## config.mk

```make
export PLATFORM = sky130hd
export DESIGN_NAME = uart_receive
export DESIGN_NICKNAME = d
export VERILOG_FILES = /design/src/rtl/uart_pkg.sv /design/src/rtl/rx_sync.sv /design/src/rtl/uart_receive.sv
export SDC_FILE = /design/constraint.sdc
export NUM_CORES = 1
export LEC_CHECK = 0
export CORE_ASPECT_RATIO = 0.9
export CORE_MARGIN = 2
export CORE_UTILIZATION = 40
export CTS_CLUSTER_DIAMETER = 50
export DETAILED_ROUTE_END_ITERATION = 7
export GPL_TIMING_DRIVEN = 0
export PLACE_DENSITY = 0.57
export REMOVE_ABC_BUFFERS = 1
export SLEW_MARGIN = 40
export SYNTH_ARGS = -nofsm -noshare
export SYNTH_HDL_FRONTEND = slang
export SYNTH_SLANG_ARGS = --single-unit
```

## constraint.sdc

```tcl
create_clock -name CLK -period 5.5 [get_ports CLK]
set_clock_uncertainty 0.1 [all_clocks]
set_input_delay 0.55 -clock CLK [delete_from_list [all_inputs] [get_ports CLK]]
set_output_delay 0.55 -clock CLK [all_outputs]
set_load 0.02 [all_outputs]
```

## src/rtl/uart_pkg.sv

```systemverilog
// Shared UART definitions: receiver state encoding, data width and the
// default bit period used by both the send and receive paths.
package uart_pkg;

  localparam int unsigned DATA_BITS = 8;

  // 10416 clocks per bit = 9600 baud from a 100 MHz board clock.
  localparam logic [31:0] CLKS_PER_BIT_DEFAULT = 32'h28B0;

  typedef enum logic [2:0] {
    WAIT_IDLE,
    IDLE,
    START,
    DATA,
    PARITY,
    STOP
  } rx_state_t;

endpackage

```

## src/rtl/rx_sync.sv

```systemverilog
// Two-flop synchroniser for asynchronous single-bit inputs (serial line,
// buttons). Both stages reset to 1 so an idle-high line reads idle at once.
module rx_sync (
  input  logic clk,
  input  logic rst_n,
  input  logic d,
  output logic q
);

  logic meta_q;
  logic sync_q;

  // Two back-to-back capture stages to settle metastability.
  always_ff @(posedge clk or negedge rst_n) begin
    if (!rst_n) begin
      meta_q <= 1'b1;
      sync_q <= 1'b1;
    end else begin
      meta_q <= d;
      sync_q <= meta_q;
    end
  end

  assign q = sync_q;

endmodule

```

## src/rtl/uart_receive.sv

```systemverilog
// UART receiver, 8 data bits, LSB first, one stop bit.
// Optional feature macro: UART_RX_PARITY_EN adds one even-parity bit between
// the data bits and the stop bit; parity_error then pulses alongside valid.
// Without the macro the frame is plain 8N1 and parity_error is tied low.
module uart_receive
  import uart_pkg::*;
#(
  parameter logic [31:0] CLKS_PER_BIT = CLKS_PER_BIT_DEFAULT
) (
  input  logic                 CLK,
  input  logic                 RESET,
  input  logic                 UART_RX,
  output logic [DATA_BITS-1:0] data,
  output logic                 valid,
  output logic                 busy,
  output logic                 frame_error,
  output logic                 parity_error
);

  localparam logic [31:0] HALF_M1 = CLKS_PER_BIT / 2 - 32'd1;
  localparam logic [31:0] FULL_M1 = CLKS_PER_BIT - 32'd1;
  localparam logic [2:0]  LAST_BIT = 3'(DATA_BITS - 1);

  logic rx_s;

  rx_sync u_rx_sync (
    .clk   (CLK),
    .rst_n (RESET),
    .d     (UART_RX),
    .q     (rx_s)
  );

  rx_state_t            state_q, state_d;
  logic [31:0]          cnt_q, cnt_d;
  logic [2:0]           bit_idx_q, bit_idx_d;
  logic [DATA_BITS-1:0] shreg_q, shreg_d;
  logic [DATA_BITS-1:0] data_q, data_d;
  logic                 valid_q, valid_d;
  logic                 busy_q, busy_d;
  logic                 frame_error_q, frame_error_d;
`ifdef UART_RX_PARITY_EN
  logic                 par_err_q, par_err_d;
  logic                 parity_error_q, parity_error_d;
`endif

  // Next-state logic: bit timing, sampling and one-cycle status pulses.
  always_comb begin
    state_d       = state_q;
    cnt_d         = cnt_q + 32'd1;
    bit_idx_d     = bit_idx_q;
    shreg_d       = shreg_q;
    data_d        = data_q;
    valid_d       = 1'b0;
    busy_d        = busy_q;
    frame_error_d = 1'b0;
`ifdef UART_RX_PARITY_EN
    par_err_d      = par_err_q;
    parity_error_d = 1'b0;
`endif
    unique case (state_q)
      WAIT_IDLE: begin
        cnt_d = '0;
        if (rx_s) state_d = IDLE;
      end
      IDLE: begin
        cnt_d  = '0;
        busy_d = 1'b0;
        if (!rx_s) begin
          state_d = START;
          busy_d  = 1'b1;
        end
      end
      START: begin
        if (cnt_q == HALF_M1) begin
          cnt_d = '0;
          if (rx_s) begin
            state_d = IDLE;
            busy_d  = 1'b0;
          end else begin
            bit_idx_d = '0;
            state_d   = DATA;
          end
        end
      end
      DATA: begin
        if (cnt_q == FULL_M1) begin
          cnt_d            = '0;
          shreg_d[bit_idx_q] = rx_s;
          bit_idx_d        = bit_idx_q + 3'd1;
          if (bit_idx_q == LAST_BIT) begin
`ifdef UART_RX_PARITY_EN
            state_d = PARITY;
`else
            state_d = STOP;
`endif
          end
        end
      end
`ifdef UART_RX_PARITY_EN
      PARITY: begin
        if (cnt_q == FULL_M1) begin
          cnt_d     = '0;
          par_err_d = rx_s ^ (^shreg_q);
          state_d   = STOP;
        end
      end
`endif
      STOP: begin
        if (cnt_q == FULL_M1) begin
          cnt_d  = '0;
          busy_d = 1'b0;
          if (rx_s) begin
            data_d  = shreg_q;
            valid_d = 1'b1;
`ifdef UART_RX_PARITY_EN
            parity_error_d = par_err_q;
`endif
            state_d = IDLE;
          end else begin
            frame_error_d = 1'b1;
            state_d       = WAIT_IDLE;
          end
        end
      end
      default: begin
        cnt_d   = '0;
        busy_d  = 1'b0;
        state_d = WAIT_IDLE;
      end
    endcase
  end

  // Receiver state and registered outputs; reset discards any partial byte.
  always_ff @(posedge CLK or negedge RESET) begin
    if (!RESET) begin
      state_q       <= WAIT_IDLE;
      cnt_q         <= '0;
      bit_idx_q     <= '0;
      shreg_q       <= '0;
      data_q        <= '0;
      valid_q       <= 1'b0;
      busy_q        <= 1'b0;
      frame_error_q <= 1'b0;
`ifdef UART_RX_PARITY_EN
      par_err_q      <= 1'b0;
      parity_error_q <= 1'b0;
`endif
    end else begin
      state_q       <= state_d;
      cnt_q         <= cnt_d;
      bit_idx_q     <= bit_idx_d;
      shreg_q       <= shreg_d;
      data_q        <= data_d;
      valid_q       <= valid_d;
      busy_q        <= busy_d;
      frame_error_q <= frame_error_d;
`ifdef UART_RX_PARITY_EN
      par_err_q      <= par_err_d;
      parity_error_q <= parity_error_d;
`endif
    end
  end

  assign data        = data_q;
  assign valid       = valid_q;
  assign busy        = busy_q;
  assign frame_error = frame_error_q;
`ifdef UART_RX_PARITY_EN
  assign parity_error = parity_error_q;
`else
  assign parity_error = 1'b0;
`endif

endmodule

```

==> run_results.csv, run 1 <==
group,metric,value,unit
timing,relSlewSlack,0.484,
timing,min_period,2.56,ns
yosys,synth_cell_type_count,49,
global_routing,grt-ovfl-total,0,
die,dieArea,8050,um2
routing,drc,0,
cts,htreeDepth,3,
cts,cts_tree,"done",
cts,ctsHoldBuffers,0,
die,start_util,0.416,
die,fp.dieW,94.4,um
routing,vias,2106,
timing,slew_violations,0,
power,power_density,315,nW/um2
place,place.gp.congestion,0.781,
global_routing,grtUsageTotal,0.162,
worst_setup_path,cp_data_required_time,5.62,ns
timing,hold_slack,0.0656,ns
outcome,status,"completed",
yosys,async_reset_ff_frac,1.00,
die,pin_count,15,
routing,drt_first_pass_iters,4,
worst_setup_path,path_class,"flop to flop",
cts,clk_latency,0.34,ns
worst_setup_path,crit_arrival,2.68,ns
cells_and_area,area_growth,14.5,%
global_routing,grt_start_max_net_pins,37,
cells_and_area,multi_input_area,1370,um2
timing,fmax,391,MHz
die,die_y,85.3,um
worst_setup_path,rrSetupSlack,2.94,ns
yosys,synth.largest_area_cell,"dfrtp_1",
global_routing,grt_pass1_wl,9980,um
cells_and_area,nets,299,
routing,avgRoutedWirePerCell,14.4,um
yosys,syn-cell-area,2940,um2
place,place_hpwl,3840,um
cts,cts.clk_slew.worst_paths,0.06,ns
yosys,avgSynthCellArea,10.5,um2
cells_and_area,finish.instance_area,3370,um2
worst_setup_path,end_kind,"flop",
place,numPortBuffers,13,
yosys,synthCells,280,
yosys,synth_edf_count,0,
yosys,ys.flop_type,"dfrtp_1",
cells_and_area,ff_latch_area,1480,um2
timing,fin_crit_sh,0.465,
cts,clk_path_buf_depth,2,
worst_setup_path,r2r_start,"cnt_q[8]",
cts,clockRootBuffer,"clkbuf_8",
yosys,yosysSeqAreaShare,0.503,
worst_setup_path,cp_max_fo,8,
worst_setup_path,rr_endpoint,"data[3]",
cells_and_area,nFillCells,685,
cts,cts_setup_buffers,0,
cells_and_area,diodes,0,
routing,wirelength,5640,um
yosys,ys_warn_count,0,
die,rows,29,
timing,hold_viol_final,0,
yosys,synth_top_area_frac,0.485,
cts,post_cts_resized,0,
power,p_total,1.06,mW
worst_setup_path,reg2reg_depth,5,
routing,vias_per_cell,5.39,
global_routing,antenna_found_initial,0,
timing,worst_slew_pin_slew,0.768,ns
global_routing,first_global_vias,2080,
yosys,synth-seq-cells,59,
worst_setup_path,cp-start-kind,"flop",
power,p_leak,1.47,nW
place,place_ws,2.91,ns
timing,finalWorstSetupSlack,2.94,ns
timing,setup_viol,0,
cells_and_area,finalCoreUtilization,0.476,
cts,cts_buffers,9,
yosys,synth_area_leaders,"dfrtp_1 49%, mux2_2 6.1%, nor2_1 5.4%",
die,fp.coreArea,7080,um2
cts,cts.sinks,59,
place,place_inst,375,
timing,rsz0062_at_grt,"no",
worst_hold_path,hp-class,"primary input to asynchronous set/reset pin",
routing,dr.first_iter.drc_count,64,
place,post_dp_cell_area,3150,um2
timing,fin_tns_setup,0,ns
cells_and_area,final_cell_count_no_fill,391,
cells_and_area,drive_gt1_frac,0.141,
routing,drtAntennaViolNets,0,
run,drv_cap,0,
power,ir_drop,0.182,mV
==> layer usage <==
metal | part of all wire | GRT usage | routed length, um | vias up
li1 | - | - | - | 1032
met1 | 0.49 | 0.216 | 2770 | 1034
met2 | 0.46 | 0.245 | 2580 | 34
met3 | 0.039 | 0.0586 | 220 | 6
met4 | 0.013 | 0.0553 | 74 | 0
met5 | 0 | 0 | 0 | -
==> worst max-delay path by stage <==
stage	from	slack, ns	depth (start not counted)	endpoint
global route	cnt_q[8]	2.72	5	data[3]
floorplan	cnt_q[7]	2.90	5	state_q[1]
CTS	cnt_q[8]	2.91	5	data[3]
detailed placement	cnt_q[8]	2.91	5	data[3]
finish	cnt_q[8]	2.94	5	data[3]
global placement	RESET	1.84	1	data[5]
==> state kept, by name, indices dropped and copies added (netlist names) <==
register / flops
cnt_q: 32
data: 8
shreg_q: 8
bit_idx_q: 3
state_q: 3
busy: 1
frame_error: 1
u_rx_sync.meta_q: 1
u_rx_sync.q: 1
valid: 1
==> cells by family after synthesis <==
| logic type | count (synthesis) | synth area share |
|---|---|---|
| adder cells (fa/ha/maj) | 3 | 0.0128 |
| XOR/XNOR | 28 | 0.0834 |
| buffers and inverters | 19 | 0.0353 |
| other | 1 | 0.00128 |
| AO/OA/AOI/OAI | 16 | 0.0366 |
| multiplexers | 19 | 0.0719 |
| flip-flops | 59 | 0.503 |
| AND/OR/NAND/NOR | 135 | 0.256 |
==> cells in the mapped netlist, drive strengths merged (4+ instances only) <==
library cell  number
nand2             10
inv                6
and3               5
and4               7
mux2              17
nor4              14
nand3             11
nor2              42
nor3               9
xnor2             14
buf               10
nand4             17
or4                5
xor2              14
dfrtp             57
a21oi              4
==> worst max-delay path, stage by stage (launching register included) <==
cell and delay, ns:
dfrtp_1 0.44, or4_1 0.53, nor2_1 0.29, and2_1 0.26, and4_1 0.44, mux2_2 0.38
==> cell usage in the layout, fill, tap and decap left out, types with 2 or more instances in the layout <==
cell / count
mux2_2: 16
clkbuf_1: 2
nand4_1: 16
ha_1: 3
clkdlybuf4s50_1: 12
and4_1: 7
a211oi_1: 2
a22o_1: 2
mux2i_1: 2
nor2_1: 42
dfrtp_1: 57
and2_1: 2
dfstp_2: 2
and3_1: 5
nand2b_1: 3
nor4_1: 14
inv_1: 6
nor3_1: 9
or2_2: 2
a21oi_1: 4
o21ai_0: 2
or4_1: 3
nand2_1: 10
xor2_1: 14
clkbuf_8: 13
xnor2_1: 14
nand3_1: 10
==> final cells by class <==
class	instances	area share
flip-flops and latches	59	0.439
multi-input cells	202	0.407
clock buffers	15	0.0554
repair buffers	15	0.0483
well taps	93	0.0346
clock inverters	1	0.00892
inverters	6	0.00669
==> power breakdown <==
group	switching [mW]	total, mW	internal (mW)
Sequential	0.0641	0.535	0.471
Combinational	0.0542	0.104	0.0498
Clock	0.163	0.422	0.259
Note: power is estimated with default switching activity, not from simulation.
==> run 2, diff against run 1 <==
==> constraint.sdc (replaced) <==
create_clock -name CLK -period 2.4 [get_ports CLK]
set_clock_uncertainty 0.1 [all_clocks]
set_input_delay 0.24 -clock CLK [delete_from_list [all_inputs] [get_ports CLK]]
set_output_delay 0.24 -clock CLK [all_outputs]
set_load 0.02 [all_outputs]
==> run_results.csv, run 2 (synthesis gave the netlist of run 1 again) <==
group,metric,value,unit
place,post_dp_cell_area,3150,um2
routing,wirelength,5710,um
timing,slew_violations,0,
cells_and_area,final_cell_mix,"55 x dfrtp_1, 41 x nor2_1, 16 x nand4_1, 16 x mux2_2",
run,drv_cap,0,
worst_setup_path,path_class,"flop to flop",
cts,clk_path_buf_depth,2,
die,pin_count,15,
timing,finalWorstSetupSlack,0.0766,ns
worst_setup_path,crit_arrival,2.44,ns
cells_and_area,area_growth,17.7,%
worst_setup_path,cp-start-kind,"flop",
place,numPortBuffers,13,
routing,vias_per_cell,5.34,
global_routing,grtUsageTotal,0.165,
timing,fin_tns_setup,0,ns
routing,vias,2102,
cts,clk_latency,0.34,ns
worst_setup_path,critical_path.slowest_cell,"or4_1",
timing,hold_viol_final,0,
global_routing,antenna_found_initial,0,
outcome,status,"completed",
die,fp.coreArea,7080,um2
worst_setup_path,reg2reg_depth,5,
timing,setup_viol,0,
worst_hold_path,hp-class,"primary input to flop",
worst_setup_path,cp_max_fo,7,
cells_and_area,finish.instance_area,3460,um2
routing,dr.first_iter.drc_count,69,
global_routing,grt-ovfl-total,0,
cells_and_area,largest_reg_flops,32,
timing,min_period,2.32,ns
cts,cts.sinks,59,
cts,clockRootBuffer,"clkbuf_8",
place,place_ws,-0.185,ns
die,dieArea,8050,um2
worst_hold_path,whs_endpoint,"u_rx_sync.meta_q",
timing,hold_slack,0.220,ns
routing,avgRoutedWirePerCell,14.5,um
cells_and_area,mostFrequentLayoutCell,"dfrtp_1",
worst_setup_path,end_kind,"flop",
worst_setup_path,crit_path_cell_trace,"or4_1 -> nor2_4 -> nand3_2 -> nor4_1 -> mux2_2",
die,die_y,85.3,um
cts,cts.clk_slew.worst_paths,0.07,ns
timing,rsz0062_at_grt,"yes",
cts,cts_tree,"done",
cells_and_area,nets,302,
worst_setup_path,cp_data_required_time,2.52,ns
place,place.gp.congestion,0.781,
timing,relSlewSlack,0.469,
cts,cts_buffers,9,
cells_and_area,drive_gt1_frac,0.203,
power,ir_drop,0.425,mV
worst_setup_path,rr_endpoint,"shreg_q[3]",
timing,worst_slew_pin_slew,0.789,ns
global_routing,grt_start_max_net_pins,37,
timing,fmax,430,MHz
worst_setup_path,critPathMaxStageDelay,0.59,ns
timing,fin_crit_sh,0.968,
power,p_leak,1.49,nW
cells_and_area,final_cell_count_no_fill,394,
cells_and_area,finalCoreUtilization,0.489,
worst_hold_path,holdCritStartpoint,"UART_RX",
cts,htreeDepth,3,
routing,drt_first_pass_iters,4,
die,rows,29,
worst_setup_path,r2r_start,"cnt_q[15]",
place,place_inst,375,
power,power_density,707,nW/um2
global_routing,grt_pass1_wl,10100,um
global_routing,first_global_vias,2095,
worst_hold_path,min_path_cells,1,
place,place_hpwl,3840,um
die,start_util,0.416,
cells_and_area,largest_register,"cnt_q",
routing,drc,0,
die,fp.dieW,94.4,um
power,p_total,2.45,mW
cells_and_area,diodes,0,
routing,drtAntennaViolNets,0,
worst_setup_path,rrSetupSlack,0.08,ns
run 2: changes by cell type in the layout (fill, tap and decap cells not counted), sizes merged:
cell         previous run  this run
buf                     3         5
dlygate4sd3             0         1
run 2: report_power, final:
| part | total [mW] | switching, mW | leakage, nW | internal, mW |
|---|---|---|---|---|
| logic | 0.246 | 0.126 | 0.589 | 0.120 |
| registers | 1.23 | 0.151 | 0.792 | 1.08 |
| clock network | 0.966 | 0.372 | 0.110 | 0.594 |
| total | 2.45 | 0.650 | 1.49 | 1.80 |
run 2: worst max-delay path: cells and delay by family, from the launching register on:
family | cells | cell delay, ns
simple gates | 4 | 1.32
flops | 1 | 0.42
mux | 1 | 0.37
run 2: final cells by class:
cell class	count	area [um2]
sequential	59	1480
tap	93	116
clock buffer	15	186
fill	674	3620
multi-input combinational	202	1440
clock inverter	1	30.0
inverter	6	22.5
timing repair buffer	18	188
run 2: how the worst max path moves through the flow:
stage,from,end,slack [ns],cells past startpoint
final,cnt_q[15],shreg_q[3],0.08,5
after global placement,cnt_q[7],state_q[1],-1.00,5
after floorplan,cnt_q[7],state_q[1],-0.20,5
after CTS,cnt_q[4],cnt_q[31],0.02,5
after detailed placement,cnt_q[8],data[3],-0.19,5
after global routing,cnt_q[0],shreg_q[3],-0.02,6
run 2: what timing repair did:
item,CTS,global route
resized for setup,9,10
hold buffers,1,0
endpoints found under the setup margin,29,43
hold endpoints to repair,35,0
pin swaps,0,2
setup buffers,2,0
run 2: layer usage:
layer / part of all wire / global-route usage
met2: 0.46 / 0.251
met5: 0 / 0
met4: 0.016 / 0.0553
met3: 0.035 / 0.0586
met1: 0.49 / 0.220
